$ cat config.mk
export PLATFORM = sky130hd
export DESIGN_NAME = alu_issue_stage
export DESIGN_NICKNAME = d
export VERILOG_FILES = /design/src/rtl/alu_issue_stage.sv
export SDC_FILE = /design/constraint.sdc
export NUM_CORES = 1
export LEC_CHECK = 0
export CAP_MARGIN = 25
export CORE_ASPECT_RATIO = 0.7
export CORE_MARGIN = 1.5
export CORE_UTILIZATION = 45
export DETAILED_ROUTE_END_ITERATION = 7
export HOLD_SLACK_MARGIN = 0.15
export PLACE_DENSITY = 0.69
export REMOVE_ABC_BUFFERS = 1
export SLEW_MARGIN = 15
export SYNTH_ARGS = -nofsm -noshare
export SYNTH_HDL_FRONTEND = slang
export SYNTH_SLANG_ARGS = --single-unit
$ cat constraint.sdc
create_clock -name clk -period 6 [get_ports clk]
set_clock_uncertainty 0.05 [all_clocks]
set_input_delay 0.9 -clock clk [delete_from_list [all_inputs] [get_ports clk]]
set_output_delay 0.9 -clock clk [all_outputs]
set_load 0.01 [all_outputs]
$ cat src/rtl/alu_issue_stage.sv
// Decode/operand-read issue stage: one output register (1-cycle issue latency); in_ready drops on output backpressure or pending branch.
// Optional write-back forwarding on same-cycle register reads is enabled by defining ALU_ISSUE_BYPASS_EN.
module alu_issue_stage #(
  parameter int DATA_W = 16,
  parameter int NREGS  = 16
) (
  input  logic              clk,
  input  logic              rst_n,
  input  logic              in_valid,
  output logic              in_ready,
  input  logic [15:0]       in_instr,
  input  logic [DATA_W-1:0] in_pc,
  output logic              out_valid,
  input  logic              out_ready,
  output logic [3:0]        out_operation,
  output logic [DATA_W-1:0] out_readData0,
  output logic [DATA_W-1:0] out_readData1,
  output logic [3:0]        out_rd,
  output logic              out_is_branch,
  input  logic              wb_en,
  input  logic [3:0]        wb_addr,
  input  logic [DATA_W-1:0] wb_data,
  input  logic              br_done,
  input  logic              br_taken,
  output logic              redirect_valid,
  output logic [DATA_W-1:0] redirect_pc,
  output logic              illegal
);

  typedef enum logic {RUN, BR_WAIT} state_t;

  state_t            state_q;
  logic [DATA_W-1:0] rf_q [NREGS];
  logic              out_valid_q;
  logic [3:0]        out_op_q;
  logic [3:0]        out_rd_q;
  logic [DATA_W-1:0] out_d0_q;
  logic [DATA_W-1:0] out_d1_q;
  logic              out_br_q;
  logic              illegal_q;
  logic              redir_vld_q;
  logic [DATA_W-1:0] redir_pc_q;
  logic [DATA_W-1:0] target_q;

  logic [3:0]        opcode;
  logic [3:0]        rs;
  logic [3:0]        rt;
  logic              accept;
  logic              legal;
  logic              is_br;
  logic              uses_rt;
  logic [DATA_W-1:0] rd0_d;
  logic [DATA_W-1:0] rd1_d;
  logic [DATA_W-1:0] target_d;

  assign opcode   = in_instr[15:12];
  assign rs       = in_instr[7:4];
  assign rt       = in_instr[3:0];
  assign in_ready = (state_q == RUN) && (!out_valid_q || out_ready);
  assign accept   = in_valid && in_ready;
  assign legal    = (opcode <= 4'd8);
  assign is_br    = legal && (opcode >= 4'd4);
  assign uses_rt  = (opcode == 4'd0) || (opcode == 4'd1) || (opcode == 4'd4) ||
                    (opcode == 4'd7) || (opcode == 4'd8);
  // Branch target is computed at accept time so BR_WAIT only needs the resolved outcome.
  assign target_d = in_pc + {{(DATA_W-4){in_instr[11]}}, in_instr[11:8]};

  function automatic logic [DATA_W-1:0] rf_read(input logic [3:0] idx);
    logic [DATA_W-1:0] val;
    val = '0;
    for (int i = 0; i < NREGS; i++) begin
      if (idx == 4'(i)) val = rf_q[i];
    end
`ifdef ALU_ISSUE_BYPASS_EN
    if (wb_en && (wb_addr == idx)) val = wb_data;
`endif
    return val;
  endfunction

  always_comb begin
    rd0_d = rf_read(rs);
    rd1_d = uses_rt ? rf_read(rt) : '0;
  end

  always_ff @(posedge clk) begin
    if (!rst_n) begin
      state_q     <= RUN;
      out_valid_q <= 1'b0;
      out_op_q    <= '0;
      out_rd_q    <= '0;
      out_d0_q    <= '0;
      out_d1_q    <= '0;
      out_br_q    <= 1'b0;
      illegal_q   <= 1'b0;
      redir_vld_q <= 1'b0;
      redir_pc_q  <= '0;
      target_q    <= '0;
      for (int i = 0; i < NREGS; i++) rf_q[i] <= '0;
    end else begin
      for (int i = 0; i < NREGS; i++) begin
        if (wb_en && (wb_addr == 4'(i))) rf_q[i] <= wb_data;
      end
      illegal_q   <= accept && !legal;
      redir_vld_q <= 1'b0;
      if (accept && legal) begin
        out_valid_q <= 1'b1;
        out_op_q    <= opcode;
        out_rd_q    <= in_instr[11:8];
        out_d0_q    <= rd0_d;
        out_d1_q    <= rd1_d;
        out_br_q    <= is_br;
      end else if (out_ready) begin
        out_valid_q <= 1'b0;
      end
      case (state_q)
        RUN: begin
          if (accept && is_br) begin
            state_q  <= BR_WAIT;
            target_q <= target_d;
          end
        end
        BR_WAIT: begin
          if (br_done) begin
            state_q <= RUN;
            if (br_taken) begin
              redir_vld_q <= 1'b1;
              redir_pc_q  <= target_q;
            end
          end
        end
        default: state_q <= RUN;
      endcase
    end
  end

  assign out_valid      = out_valid_q;
  assign out_operation  = out_op_q;
  assign out_readData0  = out_d0_q;
  assign out_readData1  = out_d1_q;
  assign out_rd         = out_rd_q;
  assign out_is_branch  = out_br_q;
  assign illegal        = illegal_q;
  assign redirect_valid = redir_vld_q;
  assign redirect_pc    = redir_pc_q;

endmodule
# After elaboration in Yosys (flattened, before gate mapping)
# Memory sizes are Yosys's and may differ from the RTL's.
# Index checks and enable logic that the tools add are counted.
[word_totals]
ff_bits = 77
mem_bits_rw = 256
input_bits = 59
out_inout_bits = 61
word_cells = 222
mem_count = 1
[mem_list]
columns = ["name", "words", "word_bits", "read_ports", "rd_clocked_by_memory_dff", "wr", "line", "text"]
rows = [
  ["rf_q", 16, 16, 16, 0, 16, "33", "logic [DATA_W-1:0] rf_q [NREGS];"],
]
[op_classes]
n_addsub = 1
magnitude_cmp = 2
n_eq_ne = 49
mux = 104
n_bitwise = 17
reduce_logical = 37
[op_table]
columns = ["op", "n"]
rows = [
  ["2-to-1 mux 16 bit", 49],
  ["== test 4 bit (second input constant)", 25],
  ["== test 4 x 3 -> 1 bit (second input constant)", 14],
  ["2-to-1 mux 1 bit", 54],
  ["== test 4 x 2 -> 1 bit (second input constant)", 6],
  ["logical AND 1 bit", 22],
  ["adder 16 bit", 1],
  ["== test 4 x 1 -> 1 bit (second input constant)", 4],
  ["logical NOT 4 bit", 4],
  ["bitwise OR 1 bit", 16],
  ["AND reduction 3 bit", 2],
  ["logical OR 1 bit", 5],
  [">= comparator 4 x 3 -> 1 bit (second input constant)", 1],
  ["<= comparator 4 bit (second input constant)", 1],
  ["logical NOT 1 bit", 2],
  ["one-hot mux 1 bit (2 select lines)", 1],
  ["AND reduction 2 bit", 1],
  ["nonzero test 2 bit", 1],
  ["inverter 1 bit", 1],
]

# Longest topological paths before layout
[depth]
word_depth = 18
ltp_mapped = 9
ltp_nobuf = 9

# Worst setup path after synthesis
# No wires, ideal clock.
[synth_timing]
kind = "input to register"
start = "in wb_addr[0]"
end = "mem rf_q[13][0] (netlist: rf_q[1][80]) (enable)"
setup_time_ns = 0.411
arrival_ns = 2.592
required_time_ns = 5.539
setup_slack_ns = 2.947
stages = 4
path_buffers = 1
path_cell_list = "clkbuf_1 nor2b_1 inv_1 o21ai_0"
[synth_lines]
columns = ["item", "line", "text"]
rows = [
  ["start, declared", "21", "input logic [3:0] wb_addr,"],
  ["end, declared", "33", ""],
]

# Worst setup path in the final report
[layout_timing]
start = "in in_instr[4]"
end = "reg out_d0_q[9] (netlist: out_readData0[9])"
[layout_via]
elab_chain_len = 17
elab_cells_between_ends = 32
cone_classes = "eq/ne (15); mux (16); reduce/logical (1)"
[layout_rtl]
columns = ["item", "line", "text"]
rows = [
  ["start, declared", "11", "input logic [15:0] in_instr,"],
  ["logical NOT 4 bit", "72", "if (idx == 4'(i)) val = rf_q[i];"],
  ["2-to-1 mux 16 bit (15 in a row)", "72", ""],
  ["2-to-1 mux 16 bit *", "72", ""],
  ["end signal, assigned", "109", "out_d0_q <= rd0_d;"],
  ["end, declared", "37", "logic [DATA_W-1:0] out_d0_q;"],
]
# Mark *: on every way between the ends. The rest lies on a longest branch, timed or not.
# A chain may end at the register's enable or synchronous reset.

==> results.toml <==
[setup_path]
path_class = "in -> reg"
start_kind = "input port"
cp_max_fo = 47
worstPathRequired_ps = 6360
crit_chain = "buf_4, buf_4, mux4_2, o311ai_0, a211oi_1, o21a_1"
critPathCaptureType = "flip-flop"
r2r_start = "out_valid"
max_stage_delay_ps = 710
crit_path_start = "in_instr[4]"
cp.arrival_ps = 3910
cpMostUsedCell = "buf_4"
critPathSlowestCell = "o311ai_0"
rrSetupSlack_ps = 3700

[synth]
yosys.area.top_type = "edfxtp_1"
synth_top_area_frac = 0.452
synthArstFlopShare = 0
ys_ff_latch = 333
synth_cell_types = 76
yosysWarnings = 0
synth.most_common_cell = "edfxtp_1"
synth_common_cells = "edfxtp_1, nor2_1, nand2_1, a21oi_1, o21ai_0"
synthTopCellsByArea = "edfxtp_1, dfxtp_1, nor2_1, a21oi_1, nand2_1"
synth.cell_area_sq_um = 17000
post_synth.cell_area_avg_sq_um = 10.5
synth_seq_area_share = 0.543
synth_ff_type = "edfxtp_1"
synthCells = 1625
synth_edf_count = 256

[placed_design]
dp.cells = 2132
dp_hpwl_um = 39500
portBuffers = 119
place.gp.congestion = 0.947

[power_and_ir_drop]
peakVddDrop_mv = 0.179
leakagePower_uw = 0.00684
p_per_area_nw_per_um2 = 292

[layout]
fin_nets = 1756
antenna_cells = 0
area_growth_pct = 15.0
n_fill_cell = 3274
drive_gt1_frac = 0.101
final_cells = 2194

[sta]
final.min_clock_period_ps = 3540
fin_crit_sh = 0.591
worst_pin_slew_ps = 1130
drv_slew = 0
fmax_ghz = 0.282
setup_viol = 0
relSlewSlack = 0.242
tns_ps = 0
rsz0062_at_grt = "no"
hold_viol = 0

[drt]
num_vias = 14200
drc_errors = 0
wl_per_cell_um = 26.2
topRoutingLayerUsed = "met4"
drtIter0Drc = 2282
met3_length_um = 7850
met1_length_um = 23900
drt_pass1_iterations = 6
ant_nets = 0
avgViaCountPerCell = 6.48
finalWirelength_um = 57400
wl_met2_um = 24100

[floorplan]
pin_count = 120
dieArea_sq_um = 39000
num_rows = 59
initial_core_util = 0.457
coreArea_sq_um = 37200
die_h_um = 166
die_w_um = 235

[cts]
cts_max_level = 2
clockRootBuffer = "clkbuf_16"
cts_num_sinks = 333
clockBufferDepth = 3
cts.reportedPaths.clkPinSlew_ps = 70
cts_buffers = 35
post_cts_buffers = 0
insertion_delay_ps = 540
tritoncts = "yes"
postCtsHoldBufs = 0
cts_resized = 0

[hold_path]
hold_class = "reg -> reg"
min-delay-start = "target_q[4]"

[grt]
grt_pass1_wl_um = 85600
grt_pass1_vias = 13600
grt_usage = 0.289
grt_overflow = 0
grt_max_degree = 51
antenna_found_initial = 0

[outcome]
outcome = "finished, final reports clean"

[flow_run]
cap_violations = 0
[cell usage in the layout (no fill, tap or decap), types with 7 or more instances in the layout]
cell type	synthesis	routed
ha_1	15	15
inv_1	28	27
o22ai_1	26	26
and3_1	7	7
mux4_2	25	25
a22oi_1	11	11
nand2b_1	20	20
a31oi_1	18	18
edfxtp_1	256	256
a221oi_1	18	18
and2_1	8	8
a32o_1	9	9
nor2b_1	21	21
a21o_1	9	9
nand3_1	31	31
mux2i_1	56	56
o211ai_1	16	16
nand2_1	156	156
o21a_1	8	8
nor2_1	234	234
a21oi_1	133	133
dfxtp_1	77	77
buf_4	8	36
clkbuf_16	0	36
nor3_1	20	20
clkinv_2	0	8
a211oi_1	13	13
o21ai_0	115	110
clkdlybuf4s50_1	0	111
o221ai_1	15	15
mux2_2	35	35
[stage by stage]
stage           util  area, sq um  hold slack, ps  worst slack, ps  power [uW]
3_5_place_dp   0.495        18400             393             2010        3530
6_report       0.526        19600             401             2460        5700
3_3_place_gp   0.495        18400             386             2050        3520
2_1_floorplan      -        16400             382             3140        3140
4_1_cts        0.526        19600             395             2580        5690
5_1_grt        0.526        19600             407             2380        5860
[state kept, by name (all words and copies together), names as in the netlist, 4 cells and up]
name,flops
out_operation,4
out_rd,4
out_readData0,16
out_readData1,16
redirect_pc,16
rf_q,256
target_q,16
[final cells by class]
class / instances / area (sq um) / share of cell area
tap: 488 / 611 / 0.0312
inverter: 30 / 113 / 0.00576
clock buffer: 43 / 937 / 0.0479
timing repair buffer: 152 / 1420 / 0.0724
clock inverter: 19 / 183 / 0.00934
sequential: 333 / 9230 / 0.472
multi-input combinational: 1129 / 7070 / 0.361
[final timing paths]
check,end,depth (start not counted)
setup / recovery,out_readData0[9],6
hold / removal,redirect_pc[4],2
setup reg to reg,out_readData0[9],6
hold reg to reg,redirect_pc[4],2
[logic make-up after synthesis]
| kind of cell | share of synthesized area |
|---|---|
| AO/OA/AOI/OAI | 0.172 |
| XOR/XNOR | 0.00309 |
| adder cells (fa/ha/maj) | 0.0128 |
| buffers and inverters | 0.0428 |
| flip-flops | 0.543 |
| multiplexers | 0.0892 |
| AND/OR/NAND/NOR | 0.137 |
[per-layer routing]
| layer | GRT usage | vias up |
|---|---|---|
| li1 | - | 6151 |
| met1 | 0.425 | 6947 |
| met2 | 0.412 | 987 |
| met3 | 0.0863 | 142 |
| met4 | 0.0822 | 0 |
| met5 | 0 | - |
[power by group]
| part | switching, uW | internal [uW] |
|---|---|---|
| combinational | 487 | 289 |
| clock | 939 | 1250 |
| sequential | 98.0 | 2640 |
[worst max-delay path: cells and delay by family]
family / cells / cell delay (ps)
AO/OA/AOI/OAI: 3 / 1180
buffers and inverters: 2 / 1150
multiplexers: 1 / 580
Note: power is estimated with default switching activity, not from simulation.
